`src/rtl/sti_dac_sequencer_pkg.sv`:
```
// Shared types and helpers for the serial-transmit / DAC-arrange sequencer.
package sti_dac_pkg;

  typedef enum logic [2:0] {
    ST_IDLE,
    ST_SHIFT,
    ST_LAST_WR,
    ST_FILL,
    ST_DONE
  } state_t;

  localparam logic [1:0] LEN_8  = 2'b00;
  localparam logic [1:0] LEN_16 = 2'b01;
  localparam logic [1:0] LEN_24 = 2'b10;
  localparam logic [1:0] LEN_32 = 2'b11;

  // Stream length in bits: 8, 16, 24 or 32.
  function automatic logic [5:0] bit_count(input logic [1:0] len);
    return {1'b0, len, 3'b000} + 6'd8;
  endfunction

  // Right-aligned frame word; only the low bit_count(len) bits are streamed.
  function automatic logic [31:0] frame_word(input logic [15:0] data,
                                             input logic [1:0]  len,
                                             input logic        fill,
                                             input logic        low);
    logic [31:0] w;
    w = 32'h0;
    case (len)
      LEN_8:   w = {24'h0, (low ? data[7:0] : data[15:8])};
      LEN_16:  w = {16'h0, data};
      LEN_24:  w = fill ? {8'h0, data, 8'h00} : {16'h0, data};
      LEN_32:  w = fill ? {data, 16'h0000} : {16'h0, data};
      default: w = 32'h0;
    endcase
    return w;
  endfunction

endpackage

```
`src/rtl/sti_dac_sequencer_byte_packer.sv`:
```
// Packs the serial stream into bytes, first bit of a group landing in bit 7.
module sti_dac_sequencer_byte_packer (
  input  logic       clk,
  input  logic       rst,
  input  logic       bit_valid,
  input  logic       bit_data,
  output logic       byte_we,
  output logic [7:0] byte_data
);

  logic [7:0] sr_q;
  logic [2:0] cnt_q;
  logic       we_q;

  // The write strobe lands the cycle after the 8th bit, when sr_q holds the full byte.
  always_ff @(posedge clk) begin
    if (rst) begin
      sr_q  <= 8'h00;
      cnt_q <= 3'd0;
      we_q  <= 1'b0;
    end else begin
      we_q <= bit_valid && (cnt_q == 3'd7);
      if (bit_valid) begin
        sr_q  <= {sr_q[6:0], bit_data};
        cnt_q <= cnt_q + 3'd1;
      end
    end
  end

  assign byte_we   = we_q;
  assign byte_data = sr_q;

endmodule

```
`src/rtl/sti_dac_sequencer.sv`:
```
// Frame sequencer: serializes a captured frame, writes packed bytes to DAC
// memory at an auto-incremented address, and zero-fills memory after the last frame.
module sti_dac_sequencer
  import sti_dac_pkg::*;
#(
  parameter int ADDR_W = 8
) (
  input  logic              clk,
  input  logic              rst,
  input  logic              load,
  input  logic [15:0]       pi_data,
  input  logic [1:0]        pi_length,
  input  logic              pi_fill,
  input  logic              pi_msb,
  input  logic              pi_low,
  input  logic              pi_end,
  output logic              busy,
  output logic              so_valid,
  output logic              so_data,
  output logic              mem_we,
  output logic [ADDR_W-1:0] mem_addr,
  output logic [7:0]        mem_data,
  output logic              done
);

  state_t            state, state_nx;
  logic [31:0]       word_q;
  logic [4:0]        last_q;
  logic [4:0]        k_q;
  logic              msb_q;
  logic              end_q;
  logic [ADDR_W-1:0] addr_q;
  logic [7:0]        data_hold_q;
  logic              pk_we;
  logic [7:0]        pk_byte;
  logic              accept;
  logic              fill_we;
  logic              top_addr;
  logic [4:0]        bit_idx;

  assign accept   = (state == ST_IDLE) && load;
  assign top_addr = &addr_q;

  always_comb begin
    state_nx = state;
    case (state)
      ST_IDLE:    if (load) state_nx = ST_SHIFT;
      ST_SHIFT:   if (k_q == last_q) state_nx = ST_LAST_WR;
      ST_LAST_WR: begin
        // Writing the top address now means memory is exactly full: skip the fill.
        if (!end_q)        state_nx = ST_IDLE;
        else if (top_addr) state_nx = ST_DONE;
        else               state_nx = ST_FILL;
      end
      ST_FILL:    if (top_addr) state_nx = ST_DONE;
      ST_DONE:    state_nx = ST_IDLE;
      default:    state_nx = ST_IDLE;
    endcase
  end

  always_comb begin
    busy     = (state != ST_IDLE);
    so_valid = (state == ST_SHIFT);
    bit_idx  = msb_q ? (last_q - k_q) : k_q;
    so_data  = so_valid & word_q[bit_idx];
    fill_we  = (state == ST_FILL);
    mem_we   = pk_we | fill_we;
    mem_addr = addr_q;
    mem_data = data_hold_q;
    if (pk_we)        mem_data = pk_byte;
    else if (fill_we) mem_data = 8'h00;
    done     = (state == ST_DONE);
  end

  always_ff @(posedge clk) begin
    if (rst) begin
      state       <= ST_IDLE;
      word_q      <= 32'h0;
      last_q      <= 5'd0;
      k_q         <= 5'd0;
      msb_q       <= 1'b0;
      end_q       <= 1'b0;
      addr_q      <= '0;
      data_hold_q <= 8'h00;
    end else begin
      state       <= state_nx;
      data_hold_q <= mem_data;
      if (accept) begin
        word_q <= frame_word(pi_data, pi_length, pi_fill, pi_low);
        last_q <= 5'(bit_count(pi_length) - 6'd1);
        msb_q  <= pi_msb;
        end_q  <= pi_end;
        k_q    <= 5'd0;
      end else if (so_valid) begin
        k_q <= k_q + 5'd1;
      end
      if (state == ST_DONE) addr_q <= '0;
      else if (mem_we)      addr_q <= addr_q + 1'b1;
    end
  end

  sti_dac_sequencer_byte_packer u_packer (
    .clk       (clk),
    .rst       (rst),
    .bit_valid (so_valid),
    .bit_data  (so_data),
    .byte_we   (pk_we),
    .byte_data (pk_byte)
  );

endmodule

```
`config.mk`:
```
export PLATFORM = sky130hd
export DESIGN_NAME = sti_dac_sequencer
export DESIGN_NICKNAME = d
export VERILOG_FILES = /design/src/rtl/sti_dac_sequencer_pkg.sv /design/src/rtl/sti_dac_sequencer_byte_packer.sv /design/src/rtl/sti_dac_sequencer.sv
export SDC_FILE = /design/constraint.sdc
export NUM_CORES = 1
export LEC_CHECK = 0
export ABC_AREA = 1
export CAP_MARGIN = 20
export CORE_UTILIZATION = 56
export CTS_CLUSTER_SIZE = 40
export DETAILED_ROUTE_END_ITERATION = 12
export PLACE_DENSITY = 0.8
export SLEW_MARGIN = 10
export SYNTH_ARGS = -nofsm -noshare
export SYNTH_HDL_FRONTEND = slang
export SYNTH_SLANG_ARGS = --single-unit
```
`constraint.sdc`:
```
create_clock -name clk -period 3.2 [get_ports clk]
set_input_delay 0.64 -clock clk [delete_from_list [all_inputs] [get_ports clk]]
set_output_delay 0.64 -clock clk [all_outputs]
set_load 0.005 [all_outputs]
```
Word-level counts from Yosys, hierarchy flattened --
Cells that the tools add are included.
Cells by class: bitwise gates (word level) 2, mux-type cells 15, equal/unequal tests 12, add/subtract/negate cells 6, $lt $le $gt $ge 1, reduce and logical (&&, ||, !) cells 9
Operators by type and width (count):
- $pmux 32 s4 | 1
- $mux 32 | 1
- $mux 24 | 1
- $mux 8 | 3
- $mux 3 | 5
- $pmux 3 s4 | 1
- $add 8x1->8 const B | 1
- $reduce_and 8->1 | 1
- $eq 3x2->1 const B | 2
- $eq 3x3->1 const B | 2
- $lt 5x6->1 const B | 1
- $add 5x1->5 const B | 1
- $add 5x4->5 const B | 1
- $bmux 1 s5 | 1
- $eq 5x5->1 | 1
- $mux 5 | 1
- $sub 5x1->5 const B | 1
- $sub 5x5->5 | 1
- $eq 2x2->1 const B | 2
- $ne 2x2->1 const B | 2
- $reduce_or 2->1 | 2
- $add 3x1->3 const B | 1
- $eq 3x1->1 const B | 1
- $logic_not 3->1 | 1
- other kinds (9) | 10
Storage, ports and cells: flip-flop bits (word level) 75, input bits 25, output and inout port bits 21

Longest topological paths before layout --
word-level depth 5, depth in mapped cells 13, depth with buffers taken out 13

Hierarchy --
A second synthesis with hierarchy kept.
Second synthesis, totals: cells, all modules 570, area total of the unflattened synthesis 3821.2 sq um
By module, submodules not included:
- sti_dac_sequencer | seq. area each 1221.2 sq um, area each 3314.4 sq um, cells each 496, times used 1
- sti_dac_sequencer_byte_packer | seq. area each 240.2 sq um, area each 506.7 sq um, cells each 74, times used 1

Worst setup path after synthesis --
OpenSTA, ideal clock, no wires.
path kind reg-to-output, from reg last_q[2], to out so_data, slack 0.723 ns, data required time 2.560 ns, cell stages (with the launch flop) 12, arrival time 1.837 ns, path through dfxtp_1 -> inv_1 -> ha_1 -> fa_1 -> nand2_1 -> nand2_1 -> a21boi_0 -> nand3_1 -> nand3_1 -> nand3_1 -> nand3_2 -> inv_1
On the way: word-level cells in the longest chain between the ends 5
Ends and longest elaborated chain:
- start: declaration | RTL line sti_dac_sequencer.sv:28 | logic [4:0] last_q;
- start signal: assignment | RTL line sti_dac_sequencer.sv:90 | last_q <= 5'(bit_count(pi_length) - 6'd1);
- $sub 5x5->5 | RTL line sti_dac_sequencer.sv:64 | bit_idx = msb_q ? (last_q - k_q) : k_q;
- $mux 5 | RTL line sti_dac_sequencer.sv:64
- $bmux 1 s5 | RTL line sti_dac_sequencer.sv:65 | so_data = so_valid & word_q[bit_idx];
- $mux 1 (not written as such) | RTL line sti_dac_sequencer.sv:65
- $and 1x1->1 | RTL line sti_dac_sequencer.sv:65
- end: declaration | RTL line sti_dac_sequencer.sv:19 | output logic so_data,
Every way passes these cells. The select of a mux whose other input is x is not followed.

Worst setup path after layout --
Ends and elaborated chain as after synthesis.

==> metrics.md <==
| Metric | Value |
|---|---|
| Peak supply drop | `approximately 0.58 mV` |
| Reg2reg path depth | `14` |
| Largest net degree at the start of global routing | `29` |
| Design area | `approximately 4600 µm²` |
| Top post-synthesis cells by area | `dfxtp_1 39%, nand2_1 14%, nand3_1 8.6%, inv_1 6.3%, o21ai_0 4.7%` |
| Initial Util | `58.41%` |
| Syn Std Cell Area | `approximately 3700 µm²` |
| Layout net count | `610` |
| Wire per inst | `roughly 14 µm` |
| Skew-Pair Late Insertion Delay | `around 0.35 ns` |
| Syn Inst Count | `528` |
| Initial antenna violation count | `0` |
| Maxcap violations | `0` |
| CTS tree | `done` |
| Final worst-path cycle share | `99.29%` |
| Final worst slack | `0.02273 ns` |
| Avg Inst Size Synth | `7.064 µm²` |
| Via density | `between 5 and 6` |
| Antenna-violating nets left | `0` |
| Core Area | `6386 µm²` |
| Fillcell total | `506` |
| Die height | `about 84 µm` |
| P&R area growth vs syn | `23.31%` |
| Critical R2R Capture | `u_packer.byte_data[0]` |
| First-pass GRT wire length | `15.37 mm` |
| Die ar. | `6991 µm²` |
| Least-Margin Pin Slew | `0.7008 ns` |
| Final setup viols | `0` |
| Crit path from | `last_q[2]` |
| Clock buffer count from CTS | `9` |
| Critical R2R Launch | `last_q[2]` |
| Period minus WS final | `3.177 ns` |
| IO buf count | `45` |
| Static Leakage | `1.889 nW` |
| Commonest non-fill, non-tap cells in the layout | `134 x nand2_1, 71 x dfxtp_1, 61 x inv_1` |
| Routability cong. | `between 0.9 and 1` |
| Vias in the first global route | `3340` |
| DRC viols | `0` |
| Longest Clk Path Bufs | `2` |
| Post-synth top area share | `39.18%` |
| CTS root buffer | `clkbuf_8` |
| Area of the multi-input gates | `1988 µm²` |
| Post-synth cell types | `40` |
| Outcome | `finished clean` |
| Startpoint Class | `flop` |
| Antenna diode count | `0` |
| # IOs | `46` |
| Commonest non-fill, non-tap cell in the layout | `nand2_1` |
| Layout Utilization | `72.02%` |
| Clk sinks | `73` |
| FF+latch count, synth | `73` |
| Clock transition at path regs | `0.08 ns` |
| Required @ worst endpoint | `2.56 ns` |
| Critical path fanouts, max | `8` |
| Post-Route WL | `9.282 mm` |
| DIE WIDTH | `83.61 µm` |
| Max Slew Vio Count | `0` |
| Critical path type | `flop to output pin` |
| Setup tns final | `0 ns` |
| Crit path arrival time | `about 2.5 ns` |
| Syn_nets | `around 560` |
| Iter 0 DRT Violations | `316` |
| Global route overflow | `0` |
| Slew margin rel. | `between 50 and 60%` |
| Drt pass-1 iters | `6` |
| Sequential cell area | `1464 µm²` |
| Type of the most critical hold path | `flop to flop` |
| Reg2Reg Setup Slack | `0.86 ns` |
| Yosys warns | `0` |
| Final Hold Violating Endpoints | `0` |
| Leading area contributor after synthesis | `dfxtp_1` |
| Hold_buf cts | `0` |
| Via count | `3721` |
| RSZ-0062 raised after global routing | `yes` |
| Skew final | `0.007297 ns` |
| Sequential area share after synthesis | `39.18%` |
| Setup crit end | `so_data` |
| CP endpoint kind | `output pin` |
| Pre-CTS setup slack | `-0.0009281 ns` |
| GRT Util Overall | `27.14%` |
| Layout cells sized above 1 | `12.76%` |
| Post-placement cell area | `4223 µm²` |
| Top achievable clock speed | `314.7 MHz` |
| P per Cell Area | `539.4 nW/µm²` |
| H-tree depth | `3` |
| Post-DP HPWL | `6.715 mm` |
| Rows | `29` |
[stage by stage]
step	hold slack [ns]	total power [mW]	cells
floorplan	0.4191	1.413	528
global placement	0.4310	1.553	636
detailed placement	0.4326	1.565	636
CTS	0.4500	2.439	655
global route	0.4640	2.593	657
finish	0.4535	2.481	657
[what timing repair did]
item | 4_1_cts | 5_1_grt
cloned | 1 | 0
gates resized for setup | 4 | 24
setup endpoints to repair | 1 | 1
setup buffers | 3 | 2
pin swaps | 1 | 10
[cell families after synthesis]
group | synth area share, %
xor gates and xnor gates | 0.9395
adders and majority gates | 3.221
buffers and inverters | 9.963
and+or+nand+nor | 30.53
DFF | 39.18
AOI/OAI and AO/OA | 16.17
[cell usage after synthesis (all sizes together)]
library cell / count
a21boi: 2
dfxtp: 73
o21ai: 36
nand4: 4
a211oi: 8
nand2: 143
a31oi: 2
xor2: 1
inv: 69
fa: 1
a21o: 1
or2: 3
nand3: 66
o31ai: 1
a221oi: 8
nor2: 28
o22ai: 16
buf: 11
clkbuf: 10
clkinv: 1
nor3: 6
ha: 8
xnor2: 3
a21oi: 27
[power breakdown]
group | switching, mW | total (mW) | internal [mW]
Combinational | 0.369 | 0.592 | 0.224
Clock | 0.354 | 0.873 | 0.519
Sequential | 0.0418 | 1.02 | 0.974
Total | 0.765 | 2.48 | 1.72
[worst max-delay path: stages (launching register included)]
cell and delay [ns]:
dfxtp_2 0.34, inv_2 0.05, ha_4 0.16, fa_1 0.56, nand2_2 0.09, o21ai_4 0.15, clkinv_4 0.16, nand3_2 0.10
nand2_1 0.07, nand2_1 0.07, nand3_1 0.09, nand3_2 0.09, nand3_4 0.09, inv_2 0.07, clkbuf_2 0.10
[state kept, by name (all words and copies together), names as in the netlist]
signal              flops
u_packer.byte_we        1
u_packer.byte_data      8
word_q                 32
end_q                   1
mem_addr                8
last_q                  3
u_packer.cnt_q          3
msb_q                   1
k_q                     5
state                   3
data_hold_q             8
[final cells by class]
cell class	instances	share of cell area, %
clock inverters	6	2.530
multi-input cells	365	43.23
clock buffers	9	2.693
repair buffers	57	11.81
inverters	70	5.822
well taps	77	2.095
flip-flops and latches	73	31.83
[metal layers]
layer	GRT usage [%]	part of all wire, %
met1	36.81	46
met2	43.31	46
met3	5.143	6.2
met4	9.399	1.7
met5	0	0
[worst min-delay path by stage]
stage                          start         end  cells after the start
after floorplan           word_q[17]  word_q[17]                      2
after global placement    word_q[22]  word_q[22]                      2
after detailed placement  word_q[23]  word_q[23]                      2
after CTS                 word_q[23]  word_q[23]                      2
after global routing      word_q[23]  word_q[23]                      2
final                     word_q[19]  word_q[19]                      2
Note: power is estimated with default switching activity, not from simulation.
